$ cat src/rtl/push_sw_led_arbiter.sv
// push_sw_led_arbiter
//   Arbitrates the two board push switches for control of a one-hot LED bar.
//   Each switch is synchronized (2 flops), debounced, and edge-detected into a
//   one-cycle pulse. Pulses queue one request per direction; a small FSM grants
//   requests round-robin and shifts the lit LED left (toward MSB) or right.
//
//   Parameters:
//     LED_WIDTH        number of LEDs (>= 2)
//     DEBOUNCE_CYCLES  consecutive mismatching samples needed to flip a level (>= 1)
//     HOLD_CYCLES      busy cycles after each move (>= 1)
//   Ports:
//     clk            system clock, rising edge
//     rstb           asynchronous active-low reset
//     PUSH_SW_LEFT   raw left switch, active high, asynchronous
//     PUSH_SW_RIGHT  raw right switch, active high, asynchronous
//     LED            one-hot LED bar, bit 0 = rightmost
//     BUSY           high for HOLD_CYCLES+1 cycles per grant
//     DROP           one-cycle pulse when a press finds its pending slot full
//   Build option:
//     LED_WRAP_EN    defined: moves rotate at the ends; undefined: moves saturate
module push_sw_led_arbiter #(
  parameter int unsigned LED_WIDTH       = 8,
  parameter int unsigned DEBOUNCE_CYCLES = 4,
  parameter int unsigned HOLD_CYCLES     = 3
) (
  input  logic                 clk,
  input  logic                 rstb,
  input  logic                 PUSH_SW_LEFT,
  input  logic                 PUSH_SW_RIGHT,
  output logic [LED_WIDTH-1:0] LED,
  output logic                 BUSY,
  output logic                 DROP
);

  localparam int unsigned CNT_W = $clog2(DEBOUNCE_CYCLES + 1);
  localparam int unsigned HLD_W = $clog2(HOLD_CYCLES + 1);
  localparam logic [CNT_W-1:0] CNT_LAST = CNT_W'(DEBOUNCE_CYCLES - 1);
  localparam logic [HLD_W-1:0] HLD_LOAD = HLD_W'(HOLD_CYCLES);
  localparam logic [HLD_W-1:0] HLD_ONE  = HLD_W'(1);

  localparam logic [0:0] IDLE = 1'b0;
  localparam logic [0:0] HOLD = 1'b1;

  localparam logic PRIO_LEFT  = 1'b0;
  localparam logic PRIO_RIGHT = 1'b1;

  // Channel index 0 = left, 1 = right.
  logic [1:0]       raw;
  logic [1:0]       sync1, sync2;
  logic [1:0]       level, level_d;
  logic [1:0]       pulse;
  logic [CNT_W-1:0] cnt [2];

  logic [1:0]       pend;
  logic [1:0]       grant;
  logic [1:0]       pend_next;
  logic             drop_next;
  logic             prio;
  logic [0:0]       state;
  logic [HLD_W-1:0] hold_cnt;
  logic [LED_WIDTH-1:0] led_next;

  assign raw = {PUSH_SW_RIGHT, PUSH_SW_LEFT};

  // Synchronizer, debounce and rising-edge detect for both switches.
  always_ff @(posedge clk or negedge rstb) begin
    if (!rstb) begin
      sync1   <= '0;
      sync2   <= '0;
      level   <= '0;
      level_d <= '0;
      pulse   <= '0;
      for (int unsigned i = 0; i < 2; i++) cnt[i] <= '0;
    end else begin
      sync1   <= raw;
      sync2   <= sync1;
      level_d <= level;
      pulse   <= level & ~level_d;
      for (int unsigned i = 0; i < 2; i++) begin
        if (sync2[i] == level[i]) begin
          cnt[i] <= '0;
        end else if (cnt[i] == CNT_LAST) begin
          level[i] <= ~level[i];
          cnt[i]   <= '0;
        end else begin
          cnt[i] <= cnt[i] + 1'b1;
        end
      end
    end
  end

  // Grant selection, pending-flag update and next LED pattern.
  always_comb begin
    grant     = '0;
    led_next  = LED;
    if (state == IDLE) begin
      grant[0] = pend[0] & (~pend[1] | (prio == PRIO_LEFT));
      grant[1] = pend[1] & (~pend[0] | (prio == PRIO_RIGHT));
    end

    // A new pulse always sets the flag, even when the old request is granted now.
    pend_next = pulse | (pend & ~grant);
    drop_next = |(pulse & pend & ~grant);

`ifdef LED_WRAP_EN
    if (grant[0])      led_next = {LED[LED_WIDTH-2:0], LED[LED_WIDTH-1]};
    else if (grant[1]) led_next = {LED[0], LED[LED_WIDTH-1:1]};
`else
    if (grant[0] && !LED[LED_WIDTH-1]) led_next = LED << 1;
    else if (grant[1] && !LED[0])      led_next = LED >> 1;
`endif
  end

  // BUSY is registered from the grant so it covers the grant cycle plus the
  // full hold window, and stays high across back-to-back grants.
  always_ff @(posedge clk or negedge rstb) begin
    if (!rstb) begin
      pend     <= '0;
      prio     <= PRIO_LEFT;
      state    <= IDLE;
      hold_cnt <= '0;
      LED      <= LED_WIDTH'(1);
      BUSY     <= 1'b0;
      DROP     <= 1'b0;
    end else begin
      pend <= pend_next;
      DROP <= drop_next;
      LED  <= led_next;
      BUSY <= (|grant) | (state == HOLD);
      if (|grant) prio <= grant[0] ? PRIO_RIGHT : PRIO_LEFT;
      case (state)
        IDLE: begin
          if (|grant) begin
            hold_cnt <= HLD_LOAD;
            state    <= HOLD;
          end
        end
        default: begin
          hold_cnt <= hold_cnt - 1'b1;
          if (hold_cnt == HLD_ONE) state <= IDLE;
        end
      endcase
    end
  end

endmodule

$ cat config.mk
export PLATFORM = sky130hd
export DESIGN_NAME = push_sw_led_arbiter
export DESIGN_NICKNAME = d
export VERILOG_FILES = /design/src/rtl/push_sw_led_arbiter.sv
export SDC_FILE = /design/constraint.sdc
export NUM_CORES = 1
export LEC_CHECK = 0
export BUFFER_PORTS_ARGS = -buffer_cell sky130_fd_sc_hd__buf_2
export CAP_MARGIN = 20
export CORE_MARGIN = 1.5
export CORE_UTILIZATION = 60
export CTS_BUF_LIST = sky130_fd_sc_hd__clkbuf_8
export DETAILED_ROUTE_END_ITERATION = 12
export PLACE_DENSITY = 0.87
export SYNTH_ARGS = -nofsm -noshare
export SYNTH_HDL_FRONTEND = slang
export SYNTH_SLANG_ARGS = --single-unit
$ cat constraint.sdc
create_clock -name clk -period 3 [get_ports clk]
set_input_delay 0 -clock clk [delete_from_list [all_inputs] [get_ports clk]]
set_output_delay 0 -clock clk [all_outputs]
set_load 0.005 [all_outputs]
Word-level counts from Yosys, hierarchy flattened
Cells that the tools add are included.
{"block": "word_totals", "register_bits": 32, "word_cells": 65}
{"block": "classes", "n_reduce_logical": 10, "n_mux": 13, "eq_ne": 5, "addsub": 3, "n_bitwise": 19}
{"op": "8-bit 2-to-1 mux", "n": 2}
{"op": "3-bit 2-to-1 mux", "n": 4}
{"op": "2-bit bitwise AND", "n": 4}
{"op": "1-bit NOT", "n": 7}
{"op": "3-bit by 1-bit adder with 3-bit output, second input constant", "n": 2}
{"op": "3-bit by 2-bit equality test with 1-bit output, second input constant", "n": 2}
{"op": "2-bit 2-to-1 mux", "n": 3}
{"op": "1-bit 2-to-1 mux", "n": 4}
{"op": "2-bit NOT", "n": 2}
{"op": "2-bit AND reduction", "n": 2}
{"op": "2-bit nonzero test", "n": 2}
{"op": "2-bit OR reduction", "n": 2}
{"op": "1-bit bitwise OR", "n": 3}
{"op": "1-bit bitwise AND", "n": 2}
{"op": "1-bit equality test", "n": 2}
{"op": "2-bit by 1-bit equality test with 1-bit output, second input constant", "n": 1}
{"op": "1-bit logical AND", "n": 2}
{"op": "1-bit logical NOT", "n": 2}
{"op": "2-bit bitwise OR", "n": 1}
{"op": "2-bit by 1-bit subtractor with 2-bit output, second input constant", "n": 1}

Longest topological paths before layout
{"block": "logic_depth", "word_depth": 7, "depth_mapped": 5}

Least setup slack after synthesis
OpenSTA, ideal clock, no wires.
{"block": "synth_timing", "kind": "register to register", "startpoint": "reg state", "endpoint": "reg LED[6]", "slack_ns": 1.479, "setup_time_ns": 0.126, "stages_incl_launch_ff": 6, "synth_period_minus_slack_ns": 1.521, "arrival_time_ns": 1.395, "cell_sequence": "dfrtp_1 > buf_6 > nand2b_4 > buf_6 > or3_4 > a221o_1"}
{"block": "synth_between", "elab_chain_cells": 3, "word_cells_on_any_way": 5, "cone_classes": "mux: 2; reduce/logical: 3"}
{"item": "start, declared", "line_no": "59", "text": "logic [0:0] state;"}
{"item": "start signal, assigned", "line_no": "120", "text": "state <= IDLE;"}
{"item": "start signal, assigned", "line_no": "135", "text": "state <= HOLD;"}
{"item": "start signal, assigned", "line_no": "140", "text": "if (hold_cnt == HLD_ONE) state <= IDLE;"}
{"item": "2-bit 2-to-1 mux (*)", "line_no": "96", "text": "if (state == IDLE) begin"}
{"item": "1-bit logical AND (on tied branches)", "line_no": "109, 110"}
{"item": "8-bit 2-to-1 mux / 2-bit nonzero test (equally long branches)"}
{"item": "end signal, assigned", "line_no": "128", "text": "LED <= led_next;"}
{"item": "end, declared", "line_no": "30", "text": "output logic [LED_WIDTH-1:0] LED,"}
Mark *: on every way between the ends. The rest lies on a longest branch, timed or not.
A chain may end at the register's enable or synchronous reset.

Worst setup path in the final report
{"block": "layout_timing", "startpoint": "reg pend[0]", "endpoint": "reg LED[6]"}
{"block": "layout_between", "elab_chain_cells": 6, "word_cells_on_any_way": 9, "cone_classes": "mux: 2; bitwise: 4; reduce/logical: 3"}
{"item": "start, declared", "line_no": "54", "text": "logic [1:0] pend;"}
{"item": "start signal, assigned", "line_no": "126", "text": "pend <= pend_next;"}
{"item": "1-bit NOT", "line_no": "98", "text": "grant[1] = pend[1] & (~pend[0] | (prio == PRIO_RIGHT));"}
{"item": "1-bit bitwise OR", "line_no": "98"}
{"item": "1-bit bitwise AND", "line_no": "98"}
{"item": "2-bit 2-to-1 mux (*)", "line_no": "96"}
{"item": "1-bit logical AND", "line_no": "110", "text": "else if (grant[1] && !LED[0]) led_next = LED >> 1;"}
{"item": "2-bit nonzero test (no line)"}
Marks and branches as above.

==> reports/results.tsv <==
stage	metric	value	unit
timing	relSlewSlack	0.537	
clocking	h-tree-depth	2	
floorplanning	rows	17	
logic_synthesis	post_synth_main_area_contributors	dfrtp_1 56%, buf_6 3.2%, ha_1 2.7%, nor4_1 2.7%, o31ai_1 2.7%	
final_layout	area_growth	13.8	%
routing	first_pass_iters	4	
clocking	cts_repair_resize_count	0	
worst_setup_path	arrival	1.70	ns
pwr	p_sw_frac	0.332	
routing	drt-total-wl	2310	um
logic_synthesis	yosysSeqAreaShare	0.579	
floorplanning	core	0.00219	mm^2
routing	first_iter_violations	13	
floorplanning	start_util	0.633	
routing	drt-met1-wl	1020	um
clocking	clock-sinks	32	
floorplanning	pin_count	14	
logic_synthesis	syn_area	0.00139	mm^2
placement	dp_worst_setup_slack	1.47	ns
grt	grt_pass1_wl	3950	um
worst_setup_path	slowest_stage	dfrtp_1	
placement	routabilityCongestion	0.919	
final_layout	multi_input_area	504	um^2
timing	finalHoldViolations	0	
placement	hpwl	1510	um
timing	setup_viol	0	
pwr	internal_power	1.16	mW
logic_synthesis	ys_ff_latch	32	
worst_setup_path	critPathKind	register to register	
worst_setup_path	r2r_cells	3	
routing	dr_wl_met2	1130	um
timing	worstMarginPinSlew	0.694	ns
floorplanning	die_y	51.1	um
grt	grt_max_degree	33	
status	status	complete, no violations	
final_layout	diodes	0	
worst_setup_path	path_cells	and2b_1 -> or3_4 -> a221o_1	
final_layout	fin_nets	133	
worst_setup_path	critPathMaxStageDelay	0.46	ns
floorplanning	die_w	51.1	um
worst_setup_path	cp-start-kind	register	
worst_setup_path	required	3.17	ns
worst_setup_path	regToRegStartpoint	pend[0]	
final_layout	final_util	0.720	
clocking	clock_latency	0.28	ns
placement	dp_cells	144	
placement	io_buffers	13	
final_layout	drive_above_1_share	0.228	
logic_synthesis	synth_cell_type_count	35	
timing	max_freq	653	MHz
run	drv_cap	0	
final_layout	fin_cells	155	
timing	rsz0062_at_grt	no	
logic_synthesis	syn_inst	110	
floorplanning	die-area	0.00261	mm^2
clocking	cts_max_path_buffers	2	
timing	skew	0.00604	ns
pwr	clockPowerShare	0.258	
min_path	hp-class	primary input to asynchronous set/reset pin	
final_layout	nFillCells	143	
logic_synthesis	synth_top_cell_area_share	0.560	
clocking	numCtsBuffers	5	
grt	grt_pass1_vias	905	
routing	vias_per_cell	5.87	
pwr	p_leak	0.700	nW
worst_setup_path	r2r_slack	1.47	ns
clocking	clk_transition_reported_paths	0.07	ns
logic_synthesis	ys_warn_count	0	
pwr	power_switching	0.574	mW
timing	period_share	0.511	
routing	top_layer	met4	
clocking	cts_tree	built	
worst_setup_path	cp_max_fo	9	
routing	wl_met3	113	um
pwr	pwr-share-comb	0.294	
logic_synthesis	synth_top_area_cell	dfrtp_1	
timing	finalSetupTns	0	ns
grt	grt.overflow.total	0	
worst_setup_path	worst_setup_path_end_kind	register	
logic_synthesis	synth_area_per_cell	12.6	um^2
timing	fin_crit	1.53	ns
final_layout	register_area	802	um^2
logic_synthesis	syn_nets	117	
grt	antenna_found_initial	0	
timing	worst_slack	1.47	ns
routing	ant_nets	0	
pwr	seq_power_share	0.449	
pwr	pwr_density_cell	1100	mW/mm^2
pwr	peakVddDrop	0.705	mV
routing	vias	910	
routing	wl_per_cell	14.9	um
worst_setup_path	rr_endpoint	LED[6]	
clocking	cts.root.buffer_cell	clkbuf_8	
timing	drv_slew	0	
routing	drc	0	
grt	grt_util_all_layers	0.217	
worst max path at each step:
stage                     slack (ns)     end  depth (start not counted)    start
final                           1.47  LED[6]                          3  pend[0]
after global routing            1.38  LED[6]                          3  pend[0]
after CTS                       1.47  LED[6]                          3  pend[0]
after detailed placement        1.47  LED[6]                          3  pend[0]
after global placement          1.51  LED[6]                          3  pend[0]
after floorplan                 1.48  LED[6]                          5    state
power by group through the flow:
| stage | Combinational (mW) | Clock, mW | Sequential, mW |
|---|---|---|---|
| 2_1_floorplan | 0.448 | 0 | 0.722 |
| 3_3_place_gp | 0.478 | 0 | 0.768 |
| 4_1_cts | 0.510 | 0.456 | 0.775 |
| 6_report | 0.508 | 0.445 | 0.776 |
| 3_5_place_dp | 0.502 | 0 | 0.781 |
| 5_1_grt | 0.565 | 0.472 | 0.800 |
layer usage:
| layer | global-route usage | vias to the layer above |
|---|---|---|
| met4 | 0.149 | 0 |
| met1 | 0.250 | 450 |
| met3 | 0.0994 | 6 |
| met2 | 0.323 | 22 |
| met5 | 0 | - |
| li1 | - | 432 |
cells by family after synthesis:
group | Yosys count | synth area share
flops | 32 | 0.579
mux | 3 | 0.0244
fa+ha+maj | 3 | 0.0271
xor+xnor | 2 | 0.0126
compound gates | 22 | 0.112
simple gates | 37 | 0.188
buf+inv | 11 | 0.0578
cell usage after synthesis, drive strengths merged:
library cell,number
buf,6
and2,1
nor4,6
a21boi,1
nor2,3
a21oi,2
a311oi,1
nand4b,3
o21ai,3
nor2b,5
o31ai,5
inv,4
nand2b,5
or4,1
a32o,1
nor3,3
dfrtp,31
or3,3
nor4b,1
a221o,1
o21a,1
mux2,3
nor3b,3
a22o,2
nand2,1
xnor2,2
ha,3
and2b,2
dfstp,1
a31oi,5
clkbuf,1
cells in the final DEF, fill, tap and decap left out, types with 2 or more instances in the layout:
cell / n
a21oi_1: 2
a22o_1: 2
a31oi_1: 5
and2b_1: 2
buf_2: 13
clkbuf_8: 7
dfrtp_1: 31
dlygate4sd3_1: 3
ha_1: 3
inv_1: 4
mux2_2: 3
nand2b_1: 3
nand2b_4: 2
nand4b_1: 3
nor2_1: 3
nor2b_1: 5
nor3_1: 3
nor3b_1: 3
nor4_1: 6
o21ai_0: 3
o31ai_1: 5
or3_4: 2
xnor2_1: 2
repair_timing:
action | CTS | global route
hold buffers | 3 | 0
endpoints found under the hold margin | 33 | 0
setup buffers | 0 | 0
worst max-delay path: cells and delay by family (launching register included):
family,cells,cell delay [ns]
and+or+nand+nor,2,0.66
DFF,1,0.46
AOI/OAI and AO/OA,1,0.31
registers in the layout (all words and copies together) (netlist names), 2 cells and up:
name,count
LED,8
cnt,6
hold_cnt,2
level,2
level_d,2
pend,2
pulse,2
sync1,2
sync2,2
area by class of cell:
type,count,area share
flip-flops and latches,32,0.508
multi-input cells,67,0.320
clock buffers,7,0.0611
repair buffers,16,0.0603
well taps,28,0.0222
clock inverters,1,0.0190
inverters,4,0.00952
stage by stage:
step | power (mW) | area (um^2) | hold WS [ns]
floorplan | 1.17 | 1390 | -0.296
global placement | 1.25 | 1420 | 0.0645
detailed placement | 1.28 | 1420 | 0.0748
CTS | 1.74 | 1580 | 0.298
global route | 1.84 | 1580 | 0.344
finish | 1.73 | 1580 | 0.292
Power figures use the tool's default switching activity.
